[config.mk]
export PLATFORM = sky130hd
export DESIGN_NAME = wb_trace_recorder
export DESIGN_NICKNAME = d
export VERILOG_FILES = /design/src/rtl/wb_trace_recorder.sv
export SDC_FILE = /design/constraint.sdc
export NUM_CORES = 1
export LEC_CHECK = 0
export BUFFER_PORTS_ARGS = -buffer_cell sky130_fd_sc_hd__buf_2
export CAP_MARGIN = 20
export CORE_ASPECT_RATIO = 0.75
export CORE_MARGIN = 2
export CORE_UTILIZATION = 39
export DETAILED_ROUTE_END_ITERATION = 6
export GPL_ROUTABILITY_DRIVEN = 0
export RECOVER_POWER = 25
export SETUP_SLACK_MARGIN = 0.05
export SLEW_MARGIN = 30
export SYNTH_ARGS = -nofsm -noshare
export SYNTH_HDL_FRONTEND = slang
export SYNTH_SLANG_ARGS = --single-unit
[constraint.sdc]
create_clock -name clk -period 10.5 [get_ports clk]
set_input_delay 2.1 -clock clk [delete_from_list [all_inputs] [get_ports clk]]
set_output_delay 2.1 -clock clk [all_outputs]
set_load 0.05 [all_outputs]
[src/rtl/wb_trace_recorder.sv]
// wb_trace_recorder: taps the CPU write-back ports, builds one trace record per
// capture cycle and streams the records out of a show-ahead FIFO over a
// valid/ready handshake. A refused push halts capture until clear.
module wb_trace_recorder #(
    parameter int DEPTH       = 16,
    parameter int SKIP_CYCLES = 5,
    parameter int CNT_W       = 16
) (
    input  logic             clk,
    input  logic             rst,
    input  logic             capture_en,
    input  logic             clear,
    input  logic             reg_write_enable,
    input  logic [4:0]       reg_write_addr,
    input  logic [31:0]      reg_write_data,
    input  logic             hilo_we,
    input  logic [31:0]      hi_data,
    input  logic [31:0]      lo_data,
    output logic             out_valid,
    input  logic             out_ready,
    output logic [1:0]       out_kind,
    output logic [CNT_W-1:0] out_index,
    output logic [4:0]       out_addr,
    output logic [31:0]      out_data0,
    output logic [31:0]      out_data1,
    output logic             overflow,
    output logic [7:0]       drop_count
);

    localparam int AW     = $clog2(DEPTH);
    localparam int WARM_W = (SKIP_CYCLES > 1) ? $clog2(SKIP_CYCLES) : 1;
    localparam logic [WARM_W-1:0] WARM_LAST = WARM_W'((SKIP_CYCLES > 0) ? SKIP_CYCLES - 1 : 0);

    localparam logic [1:0] KIND_SKIP = 2'b00;
    localparam logic [1:0] KIND_REG  = 2'b01;
    localparam logic [1:0] KIND_HILO = 2'b10;

    typedef enum logic [1:0] {
        IDLE    = 2'd0,
        WARMUP  = 2'd1,
        CAPTURE = 2'd2,
        HALTED  = 2'd3
    } state_t;

    typedef struct packed {
        logic [1:0]       kind;
        logic [CNT_W-1:0] index;
        logic [4:0]       addr;
        logic [31:0]      data0;
        logic [31:0]      data1;
    } rec_t;

    state_t            state, state_next;
    logic [WARM_W-1:0] warm_cnt;
    logic [CNT_W-1:0]  idx_cnt;
    logic [AW:0]       wr_ptr, rd_ptr;
    rec_t              mem [DEPTH];
    rec_t              new_rec;
    rec_t              head_rec;
    logic              empty, full;
    logic              pop, capture, push_ok, push_drop;

    assign empty     = (wr_ptr == rd_ptr);
    assign full      = (wr_ptr[AW] != rd_ptr[AW]) && (wr_ptr[AW-1:0] == rd_ptr[AW-1:0]);
    assign pop       = !empty && out_ready && !clear;
    assign capture   = (state == CAPTURE) && capture_en && !clear;
    assign push_ok   = capture && (!full || pop);
    assign push_drop = capture && full && !pop;

    // State register; clear returns to IDLE through the next-state logic
    always_ff @(posedge clk or negedge rst) begin
        if (!rst) state <= IDLE;
        else      state <= state_next;
    end

    // Next-state logic: arm, warm up, capture, halt on a lost record
    always_comb begin
        state_next = state;
        case (state)
            IDLE: begin
                if (capture_en) state_next = (SKIP_CYCLES == 0) ? CAPTURE : WARMUP;
            end
            WARMUP: begin
                if (!capture_en)                 state_next = IDLE;
                else if (warm_cnt == WARM_LAST)  state_next = CAPTURE;
            end
            CAPTURE: begin
                if (!capture_en)     state_next = IDLE;
                else if (push_drop)  state_next = HALTED;
            end
            HALTED: state_next = HALTED;
            default: state_next = IDLE;
        endcase
        if (clear) state_next = IDLE;
    end

    // Warm-up counter only advances on enabled WARMUP cycles
    always_ff @(posedge clk or negedge rst) begin
        if (!rst)                              warm_cnt <= '0;
        else if (clear || state != WARMUP)     warm_cnt <= '0;
        else if (capture_en)                   warm_cnt <= warm_cnt + 1'b1;
    end

    // Record index advances every capture cycle, even when the push is lost
    always_ff @(posedge clk or negedge rst) begin
        if (!rst)          idx_cnt <= CNT_W'(1);
        else if (clear)    idx_cnt <= CNT_W'(1);
        else if (capture)  idx_cnt <= idx_cnt + 1'b1;
    end

    // Build the record for this cycle; reg write wins over hilo, unused fields zero
    always_comb begin
        new_rec       = '0;
        new_rec.index = idx_cnt;
        new_rec.kind  = KIND_SKIP;
        if (reg_write_enable) begin
            new_rec.kind  = KIND_REG;
            new_rec.addr  = reg_write_addr;
            new_rec.data0 = reg_write_data;
        end else if (hilo_we) begin
            new_rec.kind  = KIND_HILO;
            new_rec.data0 = hi_data;
            new_rec.data1 = lo_data;
        end
    end

    // Storage array needs no reset: entries are only visible between the pointers
    always_ff @(posedge clk) begin
        if (push_ok) mem[wr_ptr[AW-1:0]] <= new_rec;
    end

    // FIFO pointers with one extra wrap bit to tell full from empty
    always_ff @(posedge clk or negedge rst) begin
        if (!rst) begin
            wr_ptr <= '0;
            rd_ptr <= '0;
        end else if (clear) begin
            wr_ptr <= '0;
            rd_ptr <= '0;
        end else begin
            if (push_ok) wr_ptr <= wr_ptr + 1'b1;
            if (pop)     rd_ptr <= rd_ptr + 1'b1;
        end
    end

    // Sticky overflow flag and saturating drop counter
    always_ff @(posedge clk or negedge rst) begin
        if (!rst) begin
            overflow   <= 1'b0;
            drop_count <= '0;
        end else if (clear) begin
            overflow   <= 1'b0;
            drop_count <= '0;
        end else if (push_drop) begin
            overflow <= 1'b1;
            if (drop_count != 8'hFF) drop_count <= drop_count + 1'b1;
        end
    end

    // Present the FIFO head, forced to zero whenever nothing is valid
    always_comb begin
        head_rec = '0;
        if (!empty) head_rec = mem[rd_ptr[AW-1:0]];
    end

    assign out_valid = !empty;
    assign out_kind  = head_rec.kind;
    assign out_index = head_rec.index;
    assign out_addr  = head_rec.addr;
    assign out_data0 = head_rec.data0;
    assign out_data1 = head_rec.data1;

endmodule

Yosys cells after proc, flatten, opt, wreduce, memory -nomap -nowiden. Memory sizes are Yosys's and may differ from the RTL's. Cells that the tools add are included.

Flip-flop bits (word level): 40. RAM bits: 1392. Input port bits: 108. Output and inout port bits: 97. Logic and storage cells: 77. Memories kept: 1.

Add/subtract/negate cells: 5. Equality and inequality tests: 12. Mux-type cells: 29. Reductions and logical operators: 23.

Memories: mem (depth 16, bits a word 87, read ports 1, clocked after Yosys merged registers in 0, write ports 1, RTL line 57) `rec_t mem [DEPTH];`.

Operators with widths (count): two-way mux 87 bit (1); two-way mux 32 bit (2); two-way mux 64 bit (1); two-way mux 16 bit (2); two-way mux 5 bit (5); two-way mux 8 bit (3); adder 16 x 1 -> 16 bit (second input constant) (1); two-way mux 2 bit (8); nonzero test 2 bit (6); adder 5 x 1 -> 5 bit (second input constant) (2); adder 8 x 1 -> 8 bit (second input constant) (1); logical AND 1 bit (8); inequality test 4 bit (second input constant) (2); inequality test 8 bit (second input constant) (1); case mux 2 bit (4 select lines) (1); two-way mux 3 bit (2); == test 5 bit (1); == test 2 bit (second input constant) (2); == test 4 bit (1); logical NOT 1 bit (4); two-way mux 1 bit (4); adder 3 x 1 -> 3 bit (second input constant) (1); == test 3 bit (second input constant) (1); inequality test 3 bit (second input constant) (1); other kinds (7) (8).

Depth between registers and ports, before layout.
Word-level depth: 10. Mapped depth: 8. Mapped depth without buffers: 5.

Least setup slack after synthesis. Ideal clock, no wire load.

Kind: input port to flip-flop. Start: in capture_en. End: mem mem[15][0] (netlist name), enable pin. Arrival time: 5.465 ns. Data required time: 10.006 ns. Setup slack: 4.541 ns. Stages on the path: 3. Cell sequence: buf_6 -> nand3b_2 -> a2111oi_4.

Longest elaborated chain between the ends: 5.

RTL lines: start, declared (RTL line 11) `input logic capture_en,`; logical AND 1 bit (2 in series) (RTL line 66) `assign capture = (state == CAPTURE) && capture_en && !clear;`; logical AND 1 bit (RTL line 67) `assign push_ok = capture && (!full || pop);`; two-way mux 1 bit (RTL line 129) `if (push_ok) mem[wr_ptr[AW-1:0]] <= new_rec;`; two-way mux 1 bit (not written as such) (RTL line 129); end, declared (RTL line 57).

Every way passes these cells.

Worst setup path in the final report.
Start: reg rd_ptr[0]. End: out out_data0[29].

Longest elaborated chain between the ends: 2. Elaborated cells between the ends (all ways): 3. Classes of those cells: eq/ne: 1; mux: 1; memory: 1.

RTL lines: start, declared (RTL line 56) `logic [AW:0] wr_ptr, rd_ptr;`; start signal, assigned (RTL line 142) `if (pop) rd_ptr <= rd_ptr + 1'b1;`; memory read (16 x 87 bit) or == test 5 bit (tied branches); two-way mux 87 bit (*) (RTL line 163) `if (!empty) head_rec = mem[rd_ptr[AW-1:0]];`; end, declared (RTL line 24) `output logic [31:0] out_data0,`.

Every way passes the cells marked *; elsewhere a longest branch is shown, timed or not.

==> run metrics <==
DRC errors left 0; Setup crit start kind flip-flop; Initial DRC Count 3123; largest family of logic cells by synthesized area multiplexers; post-synth cell types 54; row cnt 119; Overflow after GRT 0; Die W 438 um; CTS Root Cell clkbuf_16; Port Buffers 204; worst slack at placement 3450 ps; H-tree depth 4; fill count 11.7k; Netlist Area Pre-Place 0.0550 mm^2; Mapped Cells 2476; PwrDens 178 mW/mm^2; Total GRT Usage 0.186; Final setup viols 0; largest vdd supply drop 0.000174 V; delay-heaviest family, CP buffers and inverters; post-synthesis mux area share 0.146; Setup CP Type reg2out; initial antenna violation count 6; Period minus WS final 7490 ps; failing checks capacitance limit, slew limit; register area 0.0428 mm^2; Clock Path Buffers 3; Multi-input gate area 0.0116 mm^2; share of layout cells above drive strength 1 0.292; cts repair resizes 0; flip-flop and latch count after synthesis 1432; Buf/Inv on CP 5; EDFF count, synth 1392; CTS Buf Count 139; dpl hpwl 67.2 mm; full die area 0.144 mm^2; wire length per cell after detailed routing 28.6 um; Main synth FF type edfxtp_1; Hold Vio Cnt, Final 0; RSZ-0062 raised after global routing false; antenna-violating nets left 0; Fmax 0.134 GHz; xor/xnor share of the synthesized area 0.00300; min-delay worst type reg2reg; num ports 205; cells along the critical path buf_4 > buf_12 > buf_16 > buf_6 > mux4_2 > a22oi_1 > a21oi_1 > buf_2; compound-cell area share of the yosys netlist 0.0403; slew margin rel. -1.43; Avg Vias per Cell 5.66; Clock transition at path regs 60 ps; Fin Setup TNS 0 ps; Die Span Y 329 um; number of global-route vias before repair 27.8k; vias 26.6k; Worst setup EP type output port; first-pass GRT wire length 193 mm; crit path max fanout 65; hold_buf cts 0; slowest stage cell, crit path dfrtp_4; Total Nets Final 2840; total routed wirelength 135 mm; post-synthesis sequential area ratio 0.778; Slowest Stage Delay on Critical Path 850 ps; Critical Path AT 5390 ps; clk_lat worst skew 750 ps; Synth Net Count 2593; Placed Area 0.0583 mm^2; simple-gate share of the synthesized area 0.0178; commonest non-fill, non-tap cell in the layout edfxtp_1; Async SR Flop Fraction 0.0279; synth warn 0; adder-cell share of the synthesized area 0.00205; top cells by area, synth edfxtp_1, mux4_2, a22oi_1; Synth area leader edfxtp_1; CTS tree yes; clock skew 30.2 ps; final setup margin 3010 ps; fin crit share 0.713; clk sink count 1432; Lkg Pwr 0.0189 uW; total of max-cap violations 4; Area growth syn-to-layout 14.1%; status finished, violations left; core area 0.140 mm^2; most frequent cells in the layout edfxtp_1, mux4_2, buf_2; Setup Buffers After CTS 0; Initial Util 0.392; WP data required 8400 ps; Pins Over Slew Limit 190; fin area 0.0628 mm^2; largest net degree at the start of global routing 113; Mapped Avg Cell Area 22.2 um^2; DRT Pass-1 Iters 5; measured slew at the worst slew-check pin 3650 ps; post-synth top area share 0.760
==> metrics by stage <==
stage / total power (uW) / cells / hold WS, ps / util
after floorplan: 6430 / 2476 / 502 / -
after global placement: 6490 / 4448 / 519 / 0.415
after detailed placement: 6500 / 4450 / 521 / 0.415
after CTS: 11300 / 4699 / 536 / 0.446
after global routing: 11500 / 4706 / 554 / 0.448
final: 11200 / 4707 / 521 / 0.448
==> state kept, by name (all words and copies together) (netlist names) <==
| signal | count |
|---|---|
| mem | 1392 |
| idx_cnt | 16 |
| drop_count | 8 |
| rd_ptr | 5 |
| wr_ptr | 5 |
| warm_cnt | 3 |
| state | 2 |
| overflow | 1 |
==> kinds of logic after synthesis <==
group           Yosys count
buf+inv                 162
mux                     366
compound gates          320
flops                  1432
simple gates            169
xor+xnor                 18
fa+ha+maj                 9
==> routing by layer <==
layer | track usage | vias up | part of all wire
met2 | 0.302 | 928 | 0.49
met1 | 0.266 | 14500 | 0.43
met5 | 0 | - | 0
met3 | 0.0305 | 160 | 0.063
li1 | - | 11100 | -
met4 | 0.0451 | 0 | 0.016
==> report_power, final <==
part / internal (uW) / switching, uW
Clock: 2730 / 2080
Sequential: 6260 / 0.502
Combinational: 26.6 / 92.4
==> area by class of cell <==
cell class / count / area share
inverters: 9 / 0.000538
diodes: 1 / 0.0000399
clock inverters: 65 / 0.00805
well taps: 1875 / 0.0374
multi-input cells: 882 / 0.185
flip-flops and latches: 1432 / 0.682
repair buffers: 259 / 0.0260
clock buffers: 184 / 0.0613
==> worst paths after layout <==
check	from	endpoint	slack, ps	cells after the start
setup reg to reg	rd_ptr[0]	mem[5][76]	5630	6
setup / recovery	rd_ptr[0]	out_data0[29]	3010	8
min in group asynchronous	rst	drop_count[5]	2100	1
hold reg to reg	overflow	overflow	520	2
hold / removal	overflow	overflow	520	2
max in group asynchronous	rst	rd_ptr[0]	6650	1
==> cells in the mapped netlist (all sizes together), types with 9 or more instances <==
cell	count
dfrtp	39
xnor2	15
a21oi	99
nor2	32
nor4	10
ha	9
and3	10
mux4	348
nand4	11
buf	76
and2	40
mux2	13
nand2	19
a22oi	174
a22o	32
clkbuf	77
nor2b	16
edfxtp	1392
==> worst min-delay path, stage by stage, from the launching register on <==
cell and delay [ps]:
dfrtp_1 360, a31oi_1 50, nor2_1 80
Note: power is estimated with default switching activity, not from simulation.
